[config.mk]
export PLATFORM = sky130hd
export DESIGN_NAME = pipe_scroller_flat
export DESIGN_NICKNAME = d
export VERILOG_FILES = /design/src/rtl/flappy_pkg.sv /design/src/rtl/pipe_scroller_if.sv /design/src/rtl/pipe_column_gen.sv /design/src/rtl/pipe_scroller.sv /design/src/flat_wrapper.sv
export SDC_FILE = /design/constraint.sdc
export NUM_CORES = 1
export LEC_CHECK = 0
export BUFFER_PORTS_ARGS = -buffer_cell sky130_fd_sc_hd__buf_2
export CAP_MARGIN = 20
export CORE_MARGIN = 1
export CORE_UTILIZATION = 25
export DETAILED_ROUTE_END_ITERATION = 10
export PLACE_DENSITY = 0.48
export SYNTH_ARGS = -nofsm -noshare
export SYNTH_HDL_FRONTEND = slang
export SYNTH_SLANG_ARGS = --single-unit
[constraint.sdc]
create_clock -name clk -period 2.55 [get_ports clk]
set_input_delay 0.255 -clock clk [delete_from_list [all_inputs] [get_ports clk]]
set_output_delay 0.255 -clock clk [all_outputs]
set_load 0.02 [all_outputs]
[src/rtl/flappy_pkg.sv]
// Shared types and defaults for the pipe field scroller and its column generator.
package flappy_pkg;

    localparam int ROWS_DEF  = 8;
    localparam int COLS_DEF  = 8;
    localparam int GAP_ROW_W = 4;

    typedef enum logic [1:0] {
        ST_IDLE = 2'd0,
        ST_RUN  = 2'd1,
        ST_HALT = 2'd2
    } state_e;

endpackage

[src/rtl/pipe_scroller_if.sv]
// Control and field bus between the game controller and the pipe scroller.
interface pipe_scroller_if #(
    parameter int ROWS = 8,
    parameter int COLS = 8
);
    logic                 start;
    logic                 freeze;
    logic                 tick;
    logic [3:0]           rand_in;
    logic [ROWS*COLS-1:0] grid;
    logic                 pipe_spawn;
    logic                 pipe_passed;
    logic                 running;
    logic [7:0]           score;

    modport master (
        output start, freeze, tick, rand_in,
        input  grid, pipe_spawn, pipe_passed, running, score
    );

    modport slave (
        input  start, freeze, tick, rand_in,
        output grid, pipe_spawn, pipe_passed, running, score
    );
endinterface

[src/rtl/pipe_column_gen.sv]
// Combinational pipe column: lit rows except a GAP_HEIGHT gap placed by the random value.
module pipe_column_gen
    import flappy_pkg::*;
#(
    parameter int ROWS       = ROWS_DEF,
    parameter int GAP_HEIGHT = 3
) (
    input  logic [GAP_ROW_W-1:0] rand_i,
    output logic [ROWS-1:0]      col_o
);
    localparam int                 MODULUS = ROWS - GAP_HEIGHT + 1;
    localparam logic [GAP_ROW_W:0] MOD_V   = MODULUS[GAP_ROW_W:0];

    logic [GAP_ROW_W:0] rem;
    int                 gi;

    // Repeated subtraction keeps the modulo free of a divider.
    always_comb begin
        rem = {1'b0, rand_i};
        for (int i = 0; i < (1 << GAP_ROW_W); i++) begin
            if (rem >= MOD_V) rem = rem - MOD_V;
        end
        gi = int'(rem);
        col_o = '0;
        for (int r = 0; r < ROWS; r++) begin
            col_o[r] = !((r >= gi) && (r < gi + GAP_HEIGHT));
        end
    end
endmodule

[src/rtl/pipe_scroller.sv]
// Scrolling pipe field for the 8x8 display with spawn/pass strobes.
// Define PIPE_SCORE_EN to build the saturating pass counter on score; otherwise score is 0.
module pipe_scroller
    import flappy_pkg::*;
#(
    parameter int ROWS         = ROWS_DEF,
    parameter int COLS         = COLS_DEF,
    parameter int GAP_HEIGHT   = 3,
    parameter int PIPE_SPACING = 4
) (
    input  logic           clk,
    input  logic           reset,
    pipe_scroller_if.slave bus_if
);
    localparam int             CNT_W    = $clog2(PIPE_SPACING);
    localparam logic [CNT_W-1:0] CNT_LAST = CNT_W'(PIPE_SPACING - 1);

    state_e               state_q, state_d;
    logic [ROWS*COLS-1:0] grid_q, grid_d;
    logic [CNT_W-1:0]     cnt_q, cnt_d;
    logic                 spawn_q, spawn_d;
    logic                 passed_q, passed_d;
    logic                 running_q;
    logic [ROWS-1:0]      new_col;
    logic                 col0_lit;
    logic                 insert_pipe;

    pipe_column_gen #(
        .ROWS       (ROWS),
        .GAP_HEIGHT (GAP_HEIGHT)
    ) u_col_gen (
        .rand_i (bus_if.rand_in),
        .col_o  (new_col)
    );

    assign insert_pipe = (cnt_q == CNT_LAST);

    always_comb begin
        col0_lit = 1'b0;
        for (int r = 0; r < ROWS; r++) col0_lit = col0_lit | grid_q[r*COLS];
    end

    always_comb begin
        state_d  = state_q;
        grid_d   = grid_q;
        cnt_d    = cnt_q;
        spawn_d  = 1'b0;
        passed_d = 1'b0;
        unique case (state_q)
            ST_IDLE: begin
                grid_d = '0;
                cnt_d  = '0;
                if (bus_if.start) state_d = ST_RUN;
            end
            ST_RUN: begin
                // freeze outranks a coincident tick: the field stays put.
                if (bus_if.freeze) begin
                    state_d = ST_HALT;
                end else if (bus_if.tick) begin
                    passed_d = col0_lit;
                    for (int r = 0; r < ROWS; r++) begin
                        for (int c = 0; c < COLS - 1; c++) begin
                            grid_d[r*COLS+c] = grid_q[r*COLS+c+1];
                        end
                        grid_d[r*COLS+COLS-1] = insert_pipe & new_col[r];
                    end
                    if (insert_pipe) begin
                        cnt_d   = '0;
                        spawn_d = 1'b1;
                    end else begin
                        cnt_d = cnt_q + 1'b1;
                    end
                end
            end
            ST_HALT: begin
                if (bus_if.start) begin
                    state_d = ST_IDLE;
                    grid_d  = '0;
                    cnt_d   = '0;
                end
            end
            default: state_d = ST_IDLE;
        endcase
    end

    always_ff @(posedge clk or posedge reset) begin
        if (reset) begin
            state_q   <= ST_IDLE;
            grid_q    <= '0;
            cnt_q     <= '0;
            spawn_q   <= 1'b0;
            passed_q  <= 1'b0;
            running_q <= 1'b0;
        end else begin
            state_q   <= state_d;
            grid_q    <= grid_d;
            cnt_q     <= cnt_d;
            spawn_q   <= spawn_d;
            passed_q  <= passed_d;
            running_q <= (state_d == ST_RUN);
        end
    end

`ifdef PIPE_SCORE_EN
    logic [7:0] score_q, score_d;

    always_comb begin
        score_d = score_q;
        if (state_q == ST_HALT && bus_if.start) begin
            score_d = '0;
        end else if (passed_d && score_q != 8'hFF) begin
            score_d = score_q + 8'd1;
        end
    end

    always_ff @(posedge clk or posedge reset) begin
        if (reset) score_q <= '0;
        else       score_q <= score_d;
    end

    assign bus_if.score = score_q;
`else
    assign bus_if.score = '0;
`endif

    assign bus_if.grid        = grid_q;
    assign bus_if.pipe_spawn  = spawn_q;
    assign bus_if.pipe_passed = passed_q;
    assign bus_if.running     = running_q;
endmodule

[src/flat_wrapper.sv]
// flat-port wrapper written by rule: the top's interface ports become plain ports
module pipe_scroller_flat import flappy_pkg::*;
#(
    parameter int ROWS         = ROWS_DEF,
    parameter int COLS         = COLS_DEF,
    parameter int GAP_HEIGHT   = 3,
    parameter int PIPE_SPACING = 4
)
  (clk, reset, bus_if_start, bus_if_freeze, bus_if_tick, bus_if_rand_in, bus_if_grid, bus_if_pipe_spawn, bus_if_pipe_passed, bus_if_running, bus_if_score);
  pipe_scroller_if #(.ROWS(ROWS), .COLS(COLS)) bus_if_i ();
  input  logic clk;
  input  logic reset;
  input wire logic [$bits(bus_if_i.start)-1:0] bus_if_start;
  input wire logic [$bits(bus_if_i.freeze)-1:0] bus_if_freeze;
  input wire logic [$bits(bus_if_i.tick)-1:0] bus_if_tick;
  input wire logic [$bits(bus_if_i.rand_in)-1:0] bus_if_rand_in;
  output wire logic [$bits(bus_if_i.grid)-1:0] bus_if_grid;
  output wire logic [$bits(bus_if_i.pipe_spawn)-1:0] bus_if_pipe_spawn;
  output wire logic [$bits(bus_if_i.pipe_passed)-1:0] bus_if_pipe_passed;
  output wire logic [$bits(bus_if_i.running)-1:0] bus_if_running;
  output wire logic [$bits(bus_if_i.score)-1:0] bus_if_score;
  assign bus_if_i.start = bus_if_start;
  assign bus_if_i.freeze = bus_if_freeze;
  assign bus_if_i.tick = bus_if_tick;
  assign bus_if_i.rand_in = bus_if_rand_in;
  assign bus_if_grid = bus_if_i.grid;
  assign bus_if_pipe_spawn = bus_if_i.pipe_spawn;
  assign bus_if_pipe_passed = bus_if_i.pipe_passed;
  assign bus_if_running = bus_if_i.running;
  assign bus_if_score = bus_if_i.score;
  pipe_scroller #(.ROWS(ROWS), .COLS(COLS), .GAP_HEIGHT(GAP_HEIGHT), .PIPE_SPACING(PIPE_SPACING)) u_core (.clk(clk), .reset(reset), .bus_if(bus_if_i));
endmodule
==> impl_metrics.env <==
export IMPL_cp_max_fo=7
export IMPL_worstMarginPinSlew_ns=0.7611
export IMPL_yosys_warnings=0
export IMPL_numPortBuffers=75
export IMPL_async_reset_ff_share_pct=100.0
export IMPL_multi_input_area_um2=4692
export IMPL_setup_tns_final_ns=-95.80
export IMPL_pin_count=84
export IMPL_drt_iter0_markers=370
export IMPL_die_h_um=156.1
export IMPL_worst_slack_ns=-12.02
export IMPL_root_buffer="clkbuf_16"
export IMPL_drive_above_1_share_pct=48.57
export IMPL_fin_crit_sh_pct=571.3
export IMPL_cp_data_required_time_ns=2.80
export IMPL_syn2layout_area_growth_pct=64.64
export IMPL_die_w_um=156.1
export IMPL_yosysTopAreaCell="dfrtp_1"
export IMPL_r2r_end="u_core.bus_if.grid[47]$_DFFE_PP0P_"
export IMPL_start_kind="primary input"
export IMPL_post_dp_hpwl_mm=13.64
export IMPL_synthTopCellsByArea="dfrtp_1 (30%), nand2_1 (10%), o21ai_0 (6.6%)"
export IMPL_core_um2=23400
export IMPL_antenna_found_initial=0
export IMPL_die_area_um2=24350
export IMPL_globalplace_congestion=0.7920
export IMPL_cp_common_cell="buf_4"
export IMPL_initial_core_util_pct=25.35
export IMPL_final_common_cell="buf_4"
export IMPL_grt_max_degree=124
export IMPL_seq_area_um2=1777
export IMPL_timing_reg2reg_worst_path_depth=7
export IMPL_failed_checks="setup timing"
export IMPL_ys_flop_type="dfrtp_1"
export IMPL_synth_edf_count=0
export IMPL_ant_nets=0
export IMPL_crit_arrival_ns=14.81
export IMPL_rsz0062_at_grt="yes"
export IMPL_drv_cap=0
export IMPL_cts_hold_buf=0
export IMPL_n_fill_cell=2349
export IMPL_cts_buffers=9
export IMPL_endpoint_kind="flip-flop"
export IMPL_setup_viol=8
export IMPL_viasPerCell=4.773
export IMPL_synth_seq_area_share_pct=29.95
export IMPL_synth_cell_type_count=109
export IMPL_synth_area_per_cell_um2=8.083
export IMPL_totalWireLength_mm=18.81
export IMPL_r2r_setup_slack_ns=0.78
export IMPL_max_freq_ghz=0.06864
export IMPL_clock_sinks=71
export IMPL_h_tree_depth=3
export IMPL_final_cell_mix="buf_4 (265), nand2_1 (152), o21ai_0 (74), buf_2 (72), dfrtp_1 (71)"
export IMPL_maxSlewViolCount=0
export IMPL_maxSlewHeadroom_pct=48.79
export IMPL_min_period_ns=14.57
export IMPL_synth_seq_cells=71
export IMPL_n_antenna_cell=0
export IMPL_path_class="in2reg"
export IMPL_grt_ovfl_total=0
export IMPL_num_vias=6544
export IMPL_netlist_instances=734
export IMPL_holdCritPathClass="in2async"
export IMPL_cpPeakStageDelay_ns=0.40
export IMPL_grt_usage_pct=15.44
export IMPL_grt_pass1_wl_mm=30.79
export IMPL_finalClockSkew_ns=0.006197
export IMPL_slowest_stage="or3b_4"
export IMPL_cts_tree="yes"
export IMPL_drc=0
export IMPL_syn_area_um2=5933
export IMPL_post_drt_wl_per_cell_um=13.72
export IMPL_synth_top_area_share_pct=29.95
export IMPL_clk_latency_ns=0.33
export IMPL_clk_pin_slew_ns=0.06
export IMPL_grt_pass1_vias=6292
export IMPL_nNetsFinal=1075
export IMPL_finalHoldViolCount=0
export IMPL_status="finished, violations left"
export IMPL_clock_path_buffers=2
export IMPL_r2r_start="u_core.state_q[1]$_DFF_PP0_"
export IMPL_first_pass_iters=4
export IMPL_row_count=56
==> stage by stage <==
| stage | utilization [%] | std cells | area [µm²] | setup WS [ns] | hold WS (ns) |
|---|---|---|---|---|---|
| 2_1_floorplan | - | 741 | 6591 | -13.99 | 0.4261 |
| 3_3_place_gp | 36.90 | 1293 | 8636 | -12.65 | 0.3806 |
| 3_5_place_dp | 36.90 | 1293 | 8636 | -12.81 | 0.3729 |
| 4_1_cts | 40.49 | 1356 | 9477 | -11.86 | 0.01151 |
| 5_1_grt | 41.74 | 1371 | 9768 | -12.66 | 0.04940 |
| 6_report | 41.74 | 1371 | 9768 | -12.02 | 0.008863 |
==> worst max-delay path by stage <==
stage                 startpoint                            endpoint  slack, ns
3_3_place_gp   bus_if_rand_in[1]  u_core.bus_if.grid[47]$_DFFE_PP0P_     -12.65
2_1_floorplan  bus_if_rand_in[1]  u_core.bus_if.grid[47]$_DFFE_PP0P_     -13.99
6_report       bus_if_rand_in[1]  u_core.bus_if.grid[47]$_DFFE_PP0P_     -12.02
4_1_cts        bus_if_rand_in[1]  u_core.bus_if.grid[47]$_DFFE_PP0P_     -11.86
3_5_place_dp   bus_if_rand_in[1]  u_core.bus_if.grid[47]$_DFFE_PP0P_     -12.81
5_1_grt        bus_if_rand_in[3]  u_core.bus_if.grid[47]$_DFFE_PP0P_     -12.66
==> critical path: cells and delay by family <==
kind,cells,cell delay (ns)
and+or+nand+nor,14,2.60
adders and majority gates,14,2.52
buffers and inverters,27,3.08
xor gates and xnor gates,3,0.45
AOI/OAI and AO/OA,18,3.29
muxes,8,2.56
==> kinds of logic (layout without fill, tap and decap cells) <==
group | after synthesis | after routing | share of synthesized area (%)
xor+xnor | 13 | 13 | 2.172
compound gates | 226 | 226 | 28.20
simple gates | 297 | 297 | 24.34
mux | 27 | 27 | 5.335
other cells | 1 | 8 | 0.06320
flops | 71 | 71 | 29.95
buf+inv | 80 | 391 | 5.947
fa+ha+maj | 19 | 19 | 4.007
==> synthesized netlist by cell type, drive strengths merged (9+ instances only) <==
| cell | n |
|---|---|
| a21oi | 21 |
| nand4 | 14 |
| ha | 19 |
| buf | 22 |
| o21ai | 88 |
| a31oi | 9 |
| mux2 | 18 |
| xnor2 | 11 |
| inv | 28 |
| clkbuf | 29 |
| a21o | 10 |
| nand3 | 16 |
| nand2 | 159 |
| a211oi | 9 |
| nor2 | 25 |
| nor3 | 16 |
| dfrtp | 71 |
| o211ai | 11 |
==> state kept, by name, indices dropped and copies added, names as in the netlist <==
register and flops:
u_core.bus_if.pipe_passed 1, u_core.bus_if.running 1, u_core.bus_if.grid 64, u_core.bus_if.pipe_spawn 1, u_core.cnt_q 2, u_core.state_q 2
==> what timing repair did <==
action,in CTS,in global routing
cloned,0,0
pin swaps,37,12
gates resized for setup,36,32
setup endpoints to repair,8,8
setup buffers,47,15
==> final cells by class <==
| type | instances | share of cell area (%) |
|---|---|---|
| timing repair buffer | 346 | 25.40 |
| multi-input combinational | 590 | 48.03 |
| tap | 319 | 4.086 |
| sequential | 71 | 18.19 |
| inverter | 29 | 1.319 |
| clock inverter | 6 | 0.6276 |
| clock buffer | 10 | 2.344 |
==> layer usage <==
metal	vias up	GRT usage [%]	wire [µm]
met2	123	27.21	9434
li1	3318	-	-
met4	0	3.595	306
met5	-	0	0
met3	25	1.917	575
met1	3078	19.91	8489
Power is left out: the tool's default activity adds up to more than one toggle a clock period on the data nets, which glitch-free logic cannot reach.
